--- config.mk ---
export PLATFORM = sky130hd
export DESIGN_NAME = fib_host_ctrl
export DESIGN_NICKNAME = d
export VERILOG_FILES = /design/src/rtl/fib_host_ctrl.sv
export SDC_FILE = /design/constraint.sdc
export NUM_CORES = 1
export LEC_CHECK = 0
export CAP_MARGIN = 30
export CORE_ASPECT_RATIO = 0.5
export CORE_MARGIN = 2
export CORE_UTILIZATION = 35
export CTS_CLUSTER_SIZE = 28
export DETAILED_ROUTE_END_ITERATION = 7
export PLACE_DENSITY_LB_ADDON = 0.05
export SLEW_MARGIN = 10
export SYNTH_ARGS = -nofsm -noshare
export SYNTH_HDL_FRONTEND = slang
export SYNTH_SLANG_ARGS = --single-unit
--- constraint.sdc ---
create_clock -name clk -period 2.5 [get_ports clk]
set_clock_uncertainty 0.2 [all_clocks]
set_input_delay 0.25 -clock clk [delete_from_list [all_inputs] [get_ports clk]]
set_output_delay 0.25 -clock clk [all_outputs]
set_load 0.03 [all_outputs]
--- src/rtl/fib_host_ctrl.sv ---
// Avalon-MM master that programs the Fibonacci slave, polls its status and returns the result.
// Optional poll timeout abort is built only when FIB_HOST_TIMEOUT_EN is defined.
module fib_host_ctrl #(
   parameter int POLL_GAP     = 4,
   parameter int POLL_TIMEOUT = 1024,
   parameter int CNT_W        = 16
) (
   input  logic        clk,
   input  logic        reset,
   input  logic        start,
   input  logic [31:0] limit,
   output logic        busy,
   output logic        done,
   output logic [31:0] result,
   output logic        err,
   output logic [1:0]  avm_address,
   output logic        avm_chipselect,
   output logic        avm_write,
   output logic        avm_read,
   output logic [31:0] avm_writedata,
   input  logic [31:0] avm_readdata
);

   // state   | meaning
   // IDLE    | waiting for start
   // WR_LIM  | write limit to input register
   // WR_CLR  | clear stale status register
   // WR_GO   | write 1 to control register
   // GAP     | idle between status polls
   // POLL_RD | status read strobe
   // POLL_WT | status data valid, decide
   // RES_RD  | result read strobe
   // RES_WT  | result data valid, capture
   // FIN     | done pulse (err on abort)
   typedef enum logic [3:0] {
      S_IDLE, S_WR_LIM, S_WR_CLR, S_WR_GO, S_GAP,
      S_POLL_RD, S_POLL_WT, S_RES_RD, S_RES_WT, S_FIN
   } state_t;

   if (CNT_W < $clog2(POLL_GAP + 1) || CNT_W < $clog2(POLL_TIMEOUT + 1)) begin : g_bad_cnt_w
      $error("CNT_W too narrow for POLL_GAP/POLL_TIMEOUT");
   end

   // First gap after the go write lasts POLL_GAP+1 cycles so the slave sees two
   // cycles before the first poll; later gaps last POLL_GAP cycles, giving a
   // poll spacing of POLL_GAP+2.
   localparam logic [CNT_W-1:0] GAP_INIT   = CNT_W'(POLL_GAP);
   localparam logic [CNT_W-1:0] GAP_RELOAD = (POLL_GAP == 0) ? '0 : CNT_W'(POLL_GAP - 1);

   state_t            state_q, state_d;
   logic [31:0]       lim_q, lim_d;
   logic [CNT_W-1:0]  gap_q, gap_d;
   logic [CNT_W-1:0]  poll_q, poll_d;
   logic              cs_d, wr_d, rd_d, busy_d, done_d;
   logic [1:0]        addr_d;
   logic [31:0]       wd_d;
`ifdef FIB_HOST_TIMEOUT_EN
   logic              abort_d;
   logic              err_q;
`endif

   always_ff @(posedge clk) begin
      if (reset) begin
         state_q        <= S_IDLE;
         lim_q          <= '0;
         gap_q          <= '0;
         poll_q         <= '0;
         busy           <= 1'b0;
         done           <= 1'b0;
         result         <= '0;
         avm_address    <= '0;
         avm_chipselect <= 1'b0;
         avm_write      <= 1'b0;
         avm_read       <= 1'b0;
         avm_writedata  <= '0;
      end else begin
         state_q        <= state_d;
         lim_q          <= lim_d;
         gap_q          <= gap_d;
         poll_q         <= poll_d;
         busy           <= busy_d;
         done           <= done_d;
         avm_address    <= addr_d;
         avm_chipselect <= cs_d;
         avm_write      <= wr_d;
         avm_read       <= rd_d;
         avm_writedata  <= wd_d;
         if (state_q == S_RES_WT)
            result <= avm_readdata;
      end
   end

`ifdef FIB_HOST_TIMEOUT_EN
   always_ff @(posedge clk) begin
      if (reset)
         err_q <= 1'b0;
      else
         err_q <= abort_d;
   end
   assign err = err_q;
`else
   assign err = 1'b0;
`endif

   always_comb begin
      state_d = state_q;
      lim_d   = lim_q;
      gap_d   = gap_q;
      poll_d  = poll_q;
`ifdef FIB_HOST_TIMEOUT_EN
      abort_d = 1'b0;
`endif
      case (state_q)
         S_IDLE: begin
            if (start) begin
               lim_d   = limit;
               state_d = S_WR_LIM;
            end
         end
         S_WR_LIM: state_d = S_WR_CLR;
         S_WR_CLR: state_d = S_WR_GO;
         S_WR_GO: begin
            gap_d   = GAP_INIT;
            poll_d  = '0;
            state_d = S_GAP;
         end
         S_GAP: begin
            if (gap_q == '0)
               state_d = S_POLL_RD;
            else
               gap_d = gap_q - 1'b1;
         end
         S_POLL_RD: begin
            poll_d  = poll_q + 1'b1;
            state_d = S_POLL_WT;
         end
         S_POLL_WT: begin
            if (avm_readdata[0])
               state_d = S_RES_RD;
`ifdef FIB_HOST_TIMEOUT_EN
            else if (poll_q == CNT_W'(POLL_TIMEOUT)) begin
               abort_d = 1'b1;
               state_d = S_FIN;
            end
`endif
            else if (POLL_GAP == 0)
               state_d = S_POLL_RD;
            else begin
               gap_d   = GAP_RELOAD;
               state_d = S_GAP;
            end
         end
         S_RES_RD: state_d = S_RES_WT;
         S_RES_WT: state_d = S_FIN;
         S_FIN:    state_d = S_IDLE;
         default:  state_d = S_IDLE;
      endcase
   end

   // Outputs are decoded from the next state and registered, so they line up with state_q.
   always_comb begin
      cs_d   = 1'b0;
      wr_d   = 1'b0;
      rd_d   = 1'b0;
      addr_d = 2'd0;
      wd_d   = '0;
      busy_d = (state_d != S_IDLE) && (state_d != S_FIN);
      done_d = (state_d == S_FIN);
      case (state_d)
         S_WR_LIM: begin
            cs_d = 1'b1; wr_d = 1'b1; addr_d = 2'd0; wd_d = lim_d;
         end
         S_WR_CLR: begin
            cs_d = 1'b1; wr_d = 1'b1; addr_d = 2'd2; wd_d = 32'h0;
         end
         S_WR_GO: begin
            cs_d = 1'b1; wr_d = 1'b1; addr_d = 2'd1; wd_d = 32'h1;
         end
         S_POLL_RD: begin
            cs_d = 1'b1; rd_d = 1'b1; addr_d = 2'd2;
         end
         S_RES_RD: begin
            cs_d = 1'b1; rd_d = 1'b1; addr_d = 2'd3;
         end
         default: ;
      endcase
   end

endmodule
==> impl_metrics.tcl <==
set metrics [dict create \
    internal_power_mw 2.623 \
    postSynthCellCount 384 \
    syn_area_per_cell_um2 8.775 \
    power.share.clock_pct 38.0 \
    cap_violations 0 \
    cts_sinks 91 \
    hold_violations 0 \
    reg2reg_setup_slack_ns 0.20 \
    route.vias.total 3055 \
    cp_num_buf_inv 1 \
    critical_path.top_delay_family "simple AND/OR/NAND/NOR gates" \
    io-pin-count 139 \
    synth_edf_count 0 \
    post_cts_buffers 0 \
    multiInputGateArea_um2 1414 \
    ir_worst_vdd_v 0.0003935 \
    crit_arrival_ns 2.36 \
    slew_viol_final 0 \
    postSynth.asyncResetShare_pct 0 \
    ys_types 48 \
    r2r-start "gap_q[0]" \
    setup_slack_ns 0.2046 \
    ant_nets 0 \
    die-height_um 73.38 \
    coreArea_um2 9415 \
    antenna_found_initial 0 \
    syn_to_final_growth_pct 54.96 \
    min_from "result[4]" \
    gr-total-overflow 0 \
    synth_top_cell_by_area "dfxtp_1" \
    ys_warn_count 0 \
    cts_tree "built" \
    clockRootBuffer "clkbuf_16" \
    whs_endpoint "result[4]" \
    h-tree-depth 3 \
    seq_area_um2 1822 \
    start_util_pct 35.79 \
    cts_max_path_buffers 2 \
    grt_usage_pct 16.64 \
    swShare_pct 25.18 \
    netlist_area_um2 3369 \
    via_per_inst 4.643 \
    rows 25 \
    finalCriticalPeriod_ns 2.295 \
    synth_seq_cells 91 \
    route.final.wire_length_mm 8.429 \
    startpoint_type "flop" \
    timing.setup.tns_ns 0 \
    n_antenna_cell 0 \
    nNetsFinal 587 \
    path_max_fanout 19 \
    status "completed" \
    cp.required_ns 2.57 \
    synth_commonest_cells "91 x dfxtp_1, 79 x nand2_1, 49 x a21oi_1" \
    place.gp.congestion 0.8262 \
    wl_per_cell_um 12.81 \
    worst-setup-path-type "reg2reg" \
    grt_pass1_wl_mm 13.46 \
    ys.flop_type "dfxtp_1" \
    min_path_cells 2 \
    path_cells "inv_1 -> ha_1 -> and4_1 -> a211o_2 -> or4b_1 -> a21oi_1" \
    hp-class "reg2reg" \
    die_area_um2 10480 \
    rsz0062_at_grt "no" \
    seq_area_frac_synth_pct 54.07 \
    insertion_delay_ns 0.33 \
    layout_worst_path_cycle_share_pct 91.82 \
    drt_iter0_drc 84 \
    p_switching_mw 0.8826 \
    clk_pin_slew_ns 0.06 \
    setup_viol 0 \
    dp_slack_ns 0.04202 \
    cts_inserted_buffers 9 \
    syn-num-nets 452 \
    grt_pass1_vias 2781 \
    netlist.area_leader.share_pct 54.07 \
    synth_area_leaders "dfxtp_1 54%, nand2_1 8.8%, a21oi_1 7.3%, and2_1 6.1%, clkbuf_1 2.5%" \
    crit_path_end_kind "flop" \
    die_x_um 142.8 \
    comb_power_share_pct 17.6 \
    dr.pass1.iters 4 \
    post-dp-hpwl_mm 5.975 \
    fill_cells 884 \
    yosysMostFrequentCell "dfxtp_1" \
    powerDensity_nw_per_um2 671.4 \
    r2r_cells 6 \
    drive_gt1_share_pct 7.457 \
    p_leak_nw 1.926 \
    slowest_delay_ns 0.53 \
    grt_max_degree 36 \
    finalPower_mw 3.506 \
    io_buffers 137 \
    drc 0 \
    power_frac_seq_pct 44.4 \
    slowest_stage "or4b_1" \
    max_freq_mhz 435.7 \
    timing.rr.end "gap_q[15]" \
]
-- tightest hold or removal path: cells and delay by family (launching register included) --
| family | cells | cell delay, ns |
|---|---|---|
| AOI/OAI and AO/OA | 1 | 0.05 |
| DFF | 1 | 0.31 |
| and+or+nand+nor | 1 | 0.05 |
-- cells in the final DEF (no fill, tap or decap), types with 3 or more instances in the layout --
master           count
a211oi_1             3
a21oi_1             49
and2_1              33
buf_4               14
clkbuf_16            9
clkdlybuf4s50_1    137
dfxtp_1             91
inv_1                7
nand2_1             79
nor2_1              15
nor2b_1              3
nor3_1               4
o21ai_0              7
o31ai_1              4
o41ai_1              3
or3_1                9
or4_1                6
-- worst max path at each step --
stage                 to  slack [ns]  cells after the start       startpoint
2_1_floorplan  gap_q[15]        0.25                      6         gap_q[6]
3_5_place_dp    gap_q[8]        0.04                      6  avm_readdata[0]
5_1_grt        gap_q[15]        0.03                      6         gap_q[0]
6_report       gap_q[15]        0.20                      6         gap_q[0]
4_1_cts        gap_q[15]        0.12                      6         gap_q[0]
3_3_place_gp    gap_q[8]        0.09                      6  avm_readdata[0]
-- layout make-up --
type | count | share of cell area (%)
Sequential cell | 91 | 34.89
Timing Repair Buffer | 152 | 28.66
Multi-Input combinational cell | 258 | 27.08
Clock buffer | 11 | 4.649
Tap cell | 135 | 3.235
Clock inverter | 4 | 0.9825
Inverter | 7 | 0.5032
-- flip-flops by register name, summed over array words and instances (netlist names) --
| signal | count |
|---|---|
| avm_address | 2 |
| avm_chipselect | 1 |
| avm_read | 1 |
| avm_write | 1 |
| avm_writedata | 32 |
| busy | 1 |
| done | 1 |
| gap_q | 16 |
| result | 32 |
| state_q | 4 |
-- power groups by stage --
stage               registers (mW)  logic (mW)  clock network [mW]
finish                        1.56       0.616                1.33
global route                  1.57       0.676                1.43
CTS                           1.56       0.619                1.38
detailed placement            1.59       0.616                   0
global placement              1.59       0.617                   0
floorplan                     1.67       0.251                   0
-- per-stage QoR --
step           utilization (%)  std cells  hold WS, ns  instance area [um2]
2_1_floorplan                -        384       0.1717                 3369
3_3_place_gp             52.28        643       0.2421                 4922
3_5_place_dp             52.28        643       0.2473                 4922
4_1_cts                  55.40        658       0.2463                 5216
5_1_grt                  55.46        658       0.2615                 5221
6_report                 55.46        658       0.2542                 5221
-- logic make-up (layout without fill, tap and decap cells) --
group                    Yosys count  after routing  share of synthesized area (%)
AND/OR/NAND/NOR                  171            171                          25.99
XOR/XNOR                           3              3                         0.7799
adder cells (fa/ha/maj)            1              1                         0.3713
other                              1              1                         0.1113
buffers and inverters             35            174                          4.196
AO/OA/AOI/OAI                     82             82                          14.48
flip-flops                        91             91                          54.07
-- routing by layer --
layer,share of wire (%),track usage [%],vias to the layer above
met2,41,24.68,111
met4,1.3,6.161,0
met5,0,0,-
met1,46,20.98,1368
li1,-,-,1564
met3,12,8.279,12
-- repair_timing --
action,CTS,global route
hold buffers,0,0
resized for setup,0,2
setup endpoints to repair,0,6
No activity file was read; power rests on OpenSTA's default activity.
